<file path="src/rtl/piso_tx_pkg.sv">
// Shared types and helpers for the piso_tx serial transmitter.
// Holds the FSM encoding and the bit counter sizing function.
package piso_tx_pkg;

    typedef enum logic [1:0] {
        IDLE  = 2'd0,
        SHIFT = 2'd1,
        DONE  = 2'd2
    } tx_state_t;

    localparam int DEFAULT_WIDTH = 8;

    function automatic int cnt_width(input int w);
        return (w < 2) ? 1 : $clog2(w);
    endfunction

endpackage

</file>
<file path="src/rtl/piso_shreg.sv">
// Loadable shift register feeding the serial line.
// Direction is fixed at elaboration by MSB_FIRST.
module piso_shreg
    import piso_tx_pkg::*;
#(
    parameter int WIDTH     = DEFAULT_WIDTH,
    parameter bit MSB_FIRST = 1'b1
) (
    input  logic             clk,
    input  logic             rst,
    input  logic             load,
    input  logic             shift,
    input  logic [WIDTH-1:0] data,
    output logic             ser
);

    logic [WIDTH-1:0] q;

    // Load a fresh word, or move the next bit into the serial position.
    always_ff @(posedge clk or posedge rst) begin
        if (rst) begin
            q <= '0;
        end else if (load) begin
            q <= data;
        end else if (shift) begin
            if (MSB_FIRST) begin
                q <= {q[WIDTH-2:0], 1'b0};
            end else begin
                q <= {1'b0, q[WIDTH-1:1]};
            end
        end
    end

    assign ser = MSB_FIRST ? q[WIDTH-1] : q[0];

endmodule

</file>
<file path="src/rtl/piso_tx.sv">
// Parallel-in/serial-out transmitter with valid/ready load handshake.
// All outputs decode from flops; no input-to-output paths.
module piso_tx
    import piso_tx_pkg::*;
#(
    parameter int   WIDTH      = DEFAULT_WIDTH,
    parameter bit   MSB_FIRST  = 1'b1,
    parameter logic IDLE_LEVEL = 1'b0
) (
    input  logic             push,
    input  logic             reset,
    input  logic [WIDTH-1:0] data_in,
    input  logic             load_valid,
    output logic             load_ready,
    output logic             D_out,
    output logic             bit_valid,
    output logic             busy,
    output logic             done
);

    localparam int CW = cnt_width(WIDTH);
    localparam logic [CW-1:0] LAST = CW'(WIDTH - 1);

    tx_state_t     state;
    tx_state_t     state_nxt;
    logic [CW-1:0] cnt;
    logic          load;
    logic          shift;
    logic          ser;

    // Next-state decode; load and shift strobes for the datapath.
    always_comb begin
        state_nxt = state;
        load      = 1'b0;
        shift     = 1'b0;
        unique case (state)
            IDLE: begin
                if (load_valid) begin
                    state_nxt = SHIFT;
                    load      = 1'b1;
                end
            end
            SHIFT: begin
                if (cnt == LAST) begin
                    state_nxt = DONE;
                end else begin
                    shift = 1'b1;
                end
            end
            DONE: begin
                state_nxt = IDLE;
            end
            default: begin
                state_nxt = IDLE;
            end
        endcase
    end

    // State register.
    always_ff @(posedge push or posedge reset) begin
        if (reset) begin
            state <= IDLE;
        end else begin
            state <= state_nxt;
        end
    end

    // Bit counter: cleared on accept, stops at the last bit.
    always_ff @(posedge push or posedge reset) begin
        if (reset) begin
            cnt <= '0;
        end else if (load) begin
            cnt <= '0;
        end else if (shift) begin
            cnt <= cnt + 1'b1;
        end
    end

    piso_shreg #(
        .WIDTH     (WIDTH),
        .MSB_FIRST (MSB_FIRST)
    ) u_shreg (
        .clk   (push),
        .rst   (reset),
        .load  (load),
        .shift (shift),
        .data  (data_in),
        .ser   (ser)
    );

    assign load_ready = (state == IDLE);
    assign bit_valid  = (state == SHIFT);
    assign busy       = (state != IDLE);
    assign done       = (state == DONE);
    assign D_out      = bit_valid ? ser : IDLE_LEVEL;

endmodule

</file>
<file path="config.mk">
export PLATFORM = sky130hd
export DESIGN_NAME = piso_tx
export DESIGN_NICKNAME = d
export VERILOG_FILES = /design/src/rtl/piso_tx_pkg.sv /design/src/rtl/piso_shreg.sv /design/src/rtl/piso_tx.sv
export SDC_FILE = /design/constraint.sdc
export NUM_CORES = 1
export LEC_CHECK = 0
export BUFFER_PORTS_ARGS = -buffer_cell sky130_fd_sc_hd__buf_2
export CORE_AREA = 2 2 47 45
export DETAILED_ROUTE_END_ITERATION = 8
export DIE_AREA = 0 0 49 47
export GPL_TIMING_DRIVEN = 1
export SLEW_MARGIN = 25
export SYNTH_ARGS = -nofsm -noshare
export SYNTH_HDL_FRONTEND = slang
export SYNTH_SLANG_ARGS = --single-unit
export TNS_END_PERCENT = 5
</file>
<file path="constraint.sdc">
create_clock -name push -period 2.3 [get_ports push]
set_clock_uncertainty 0.1 [all_clocks]
set_input_delay 0.46 -clock push [delete_from_list [all_inputs] [get_ports push]]
set_output_delay 0.46 -clock push [all_outputs]
set_load 0.03 [all_outputs]
</file>
* After elaboration in Yosys (flattened, before gate mapping)
Cells that the tools add are included.
Cells by class: mux-type cells 12, reduce and logical (&&, ||, !) cells 4, add/subtract/negate cells 1, equal/unequal tests 5
Operator list (count):
- 8-bit two-way mux | 2
- 3-bit two-way mux | 2
- 1-bit two-way mux | 5
- 2-bit two-way mux | 2
- 2-bit one-hot mux with 2 select lines | 1
- 2-bit nonzero test | 2
- 3-bit by 1-bit adder with 3-bit output (second input constant) | 1
- 3-bit == test (second input constant) | 1
- 2-bit by 1-bit == test with 1-bit output (second input constant) | 1
- 2-bit == test (second input constant) | 1
- 2-bit zero test | 1
- 2-bit by 1-bit != test with 1-bit output (second input constant) | 1
- 2-bit != test (second input constant) | 1
- 2-bit AND reduction | 1
Storage, ports and cells: word-level logic and storage cells 25, register bits 13, output and inout bits 5, input bits 11

* Logic depth before layout (Yosys ltp)
depth after elaboration 5, gate-level depth with buffers 6, depth with buffers taken out 5

* Modules after synthesis
Synthesis repeated with hierarchy kept, for this count alone.
Unflattened totals: cells, all modules 63, area total of the unflattened synthesis 683.2 µm²
By module, submodules not included:
- piso_shreg | area an instance 372.9 µm², sequential area each 200.2 µm², instances 1, cells an instance 35
- piso_tx | area an instance 310.3 µm², sequential area each 125.1 µm², instances 1, cells an instance 28

* Worst setup path before layout
OpenSTA, ideal clock, no wires.
kind flip-flop to output port, from reg state[1], to out D_out, data required time 1.740 ns, cell stages (with the launch flop) 3, path buffers 0, path slack 0.403 ns, arrival 1.337 ns, path through dfrtp_1 -> nor2b_1 -> and2_1
Between the ends: word-level cells in the longest chain between the ends 2
RTL lines:
- start, declared | RTL line piso_tx.sv:24 | tx_state_t state;
- start signal, assigned | RTL line piso_tx.sv:64 | state <= state_nxt;
- 2-bit by 1-bit == test with 1-bit output | RTL line piso_tx.sv:92 | assign bit_valid = (state == SHIFT);
- named net bit_valid | RTL line piso_tx.sv:16 | output logic bit_valid,
- 1-bit two-way mux | RTL line piso_tx.sv:95 | assign D_out = bit_valid ? ser : IDLE_LEVEL;
- end, declared | RTL line piso_tx.sv:15 | output logic D_out,
The timed path passes the listed nets, and every way through them passes these cells.

* Final worst setup path
from reg state[0], to out D_out
Between the ends: word-level cells in the longest chain between the ends 2
RTL lines (RTL line):
- 2-bit by 1-bit == test with 1-bit output | piso_tx.sv:92
- 1-bit two-way mux | piso_tx.sv:95
No other way between the ends.

==> results.ini <==
[outcome]
outcome = completed

[clock_tree]
clk_pin_slew_ns = 0.08
clkLatencyLatePin_ns = 0.28
cts-htree-levels = 1
postCtsHoldBufs = 0
tritoncts = done
cts-buffers-inserted = 3
cts_sinks = 13
cts_buffer_depth = 2
cts_root_buffer = clkbuf_4
cts_resized = 0
cts_setup_buffers = 0

[sta]
worstMarginPinSlew_ns = 0.4973
fin_crit_ns = 1.813
hold_ws_ns = 0.09193
max_freq_mhz = 551.6
rsz0062_at_grt = false
hold_viol_final = 0
setup_viol = 0
slew_violations = 0
relSlewSlack_pct = 66.81
finalCritPeriodShare_pct = 78.82
fin_setup_tns_ns = 0

[logic_synthesis]
yosysMostFrequentCell = dfrtp_1
yosysWarnings = 0
syn-num-nets = 69
synthDominantCellAreaShare_pct = 53.72
synth_edf_count = 0
synth.distinct_cells = 20
synth.yosys.seq_area_share_pct = 53.72
synthArstFlopShare_pct = 100.0
synth_top_area_cell = dfrtp_1
syn_avg_cell_area_um2 = 10.81
synth_flop_cell = dfrtp_1
synth_cells = 56
syn_area_um2 = 605.6
synth_area_leaders = dfrtp_1, a22oi_1, nand3_1
ys_ff_latch = 13
synth_common_cells = dfrtp_1, nand2_1, nand3_1

[grt]
antenna_found_initial = 0
grt_max_degree = 14
grt_pass1_wl_um = 1752
grt-ovfl-total = 0
grt_use_total_pct = 10.83
grt_pass1_vias = 398

[setup_path]
ff2ff_setup_slack_ns = 0.49
worst-path-max-fanout = 7
cp.required_ns = 1.74
r2r_cells = 5
reg2reg_to = u_shreg.q[0]
crit_path_start = state[0]
arrival_ns = 1.25
startpoint_type = register
critPathKind = register to output port
reg2reg_from = cnt[0]
end_kind = output port

[floorplanning]
die_h_um = 47
ios = 16
rows = 15
initial_utilization_pct = 33.26
core_area_um2 = 1821
fp.dieArea_um2 = 2303
die_w_um = 49

[route]
drt_iter0_markers = 8
vias = 480
dr.pass1.iters = 4
via_per_inst = 4.848
drc = 0
finalWirelength_um = 1124
ant_nets = 0
avgRoutedWirePerCell_um = 11.35

[pwr]
p_leak_nw = 0.3705
cellPowerDensity_nw_per_um2 = 1401
ir_drop_mv = 0.5407

[job]
max-cap-violations = 0

[place]
place_hpwl_um = 808.2
portBuffers = 15
gp_congestion = 0.6607

[min_path]
min_path_type = primary input to asynchronous set/reset pin

[final_layout]
nets = 88
syn2layout_area_growth_pct = 21.49
n_fill_cell = 211
antenna_cells = 0
drive_gt1_share_pct = 29.73

## layout make-up
class,count,area (µm²),share of cell area (%)
Inverter,3,11.26,1.531
Sequential cell,13,325.3,44.22
Clock buffer,4,26.28,3.571
Multi-Input combinational cell,38,259.0,35.20
Timing Repair Buffer,16,82.58,11.22
Tap cell,25,31.28,4.252
## worst max-delay path, stage by stage, from the launching register on
cell and delay (ns):
dfrtp_1 0.45, nor2b_1 0.21, and2_1 0.14, buf_2 0.18
## layout by cell type (no fill, tap or decap), types with 2 or more instances in the layout
cell type / Yosys / final
nand3_1: 6 / 6
inv_1: 3 / 3
dfrtp_1: 13 / 13
nor2_1: 2 / 2
buf_2: 2 / 15
nor2b_1: 2 / 2
clkbuf_4: 0 / 3
a22o_1: 3 / 3
or3b_1: 2 / 2
ha_1: 2 / 2
nand2_1: 6 / 6
a22oi_1: 5 / 5
and2_1: 2 / 2
## state kept, by name (all words and copies together), names as in the netlist
register / cells
cnt: 3
u_shreg.q: 8
state: 2
## stage by stage
step / instances / area, µm² / setup WS, ns / power (mW) / utilization, %
after floorplan: 56 / 605.6 / 0.4027 / 0.7849 / -
after global placement: 95 / 709.4 / 0.5451 / 0.8910 / 38.97
after detailed placement: 95 / 709.4 / 0.4880 / 0.9039 / 38.97
after CTS: 99 / 735.7 / 0.4601 / 1.050 / 40.41
after global routing: 99 / 735.7 / 0.3549 / 1.122 / 40.41
final: 99 / 735.7 / 0.4871 / 1.030 / 40.41
## power by group
group,total (mW),internal [mW],switching [mW],leakage [nW]
registers,0.398,0.331,0.0671,0.162
logic,0.493,0.203,0.290,0.194
clock network,0.139,0.0673,0.0718,0.0150
## per-layer routing
layer / routed length [µm] / up-vias / global-route usage [%]
met5: 0 / - / 0
met4: 10 / 0 / 3.429
met3: 74 / 2 / 5.732
met2: 514 / 15 / 16.71
met1: 525 / 226 / 13.35
li1: - / 237 / -
## kinds of logic after synthesis
group / synth area share (%)
adders and majority gates: 4.132
AOI/OAI and AO/OA: 14.67
and+or+nand+nor: 23.97
buffers and inverters: 3.512
DFF: 53.72
## worst max-delay path by stage
stage / end / slack [ns] / cells after the start
floorplan: D_out / 0.40 / 2
global placement: cnt[1] / 0.55 / 5
detailed placement: u_shreg.q[6] / 0.49 / 5
CTS: D_out / 0.46 / 3
global route: u_shreg.q[6] / 0.35 / 5
finish: D_out / 0.49 / 3
No activity file was read; power rests on OpenSTA's default activity.
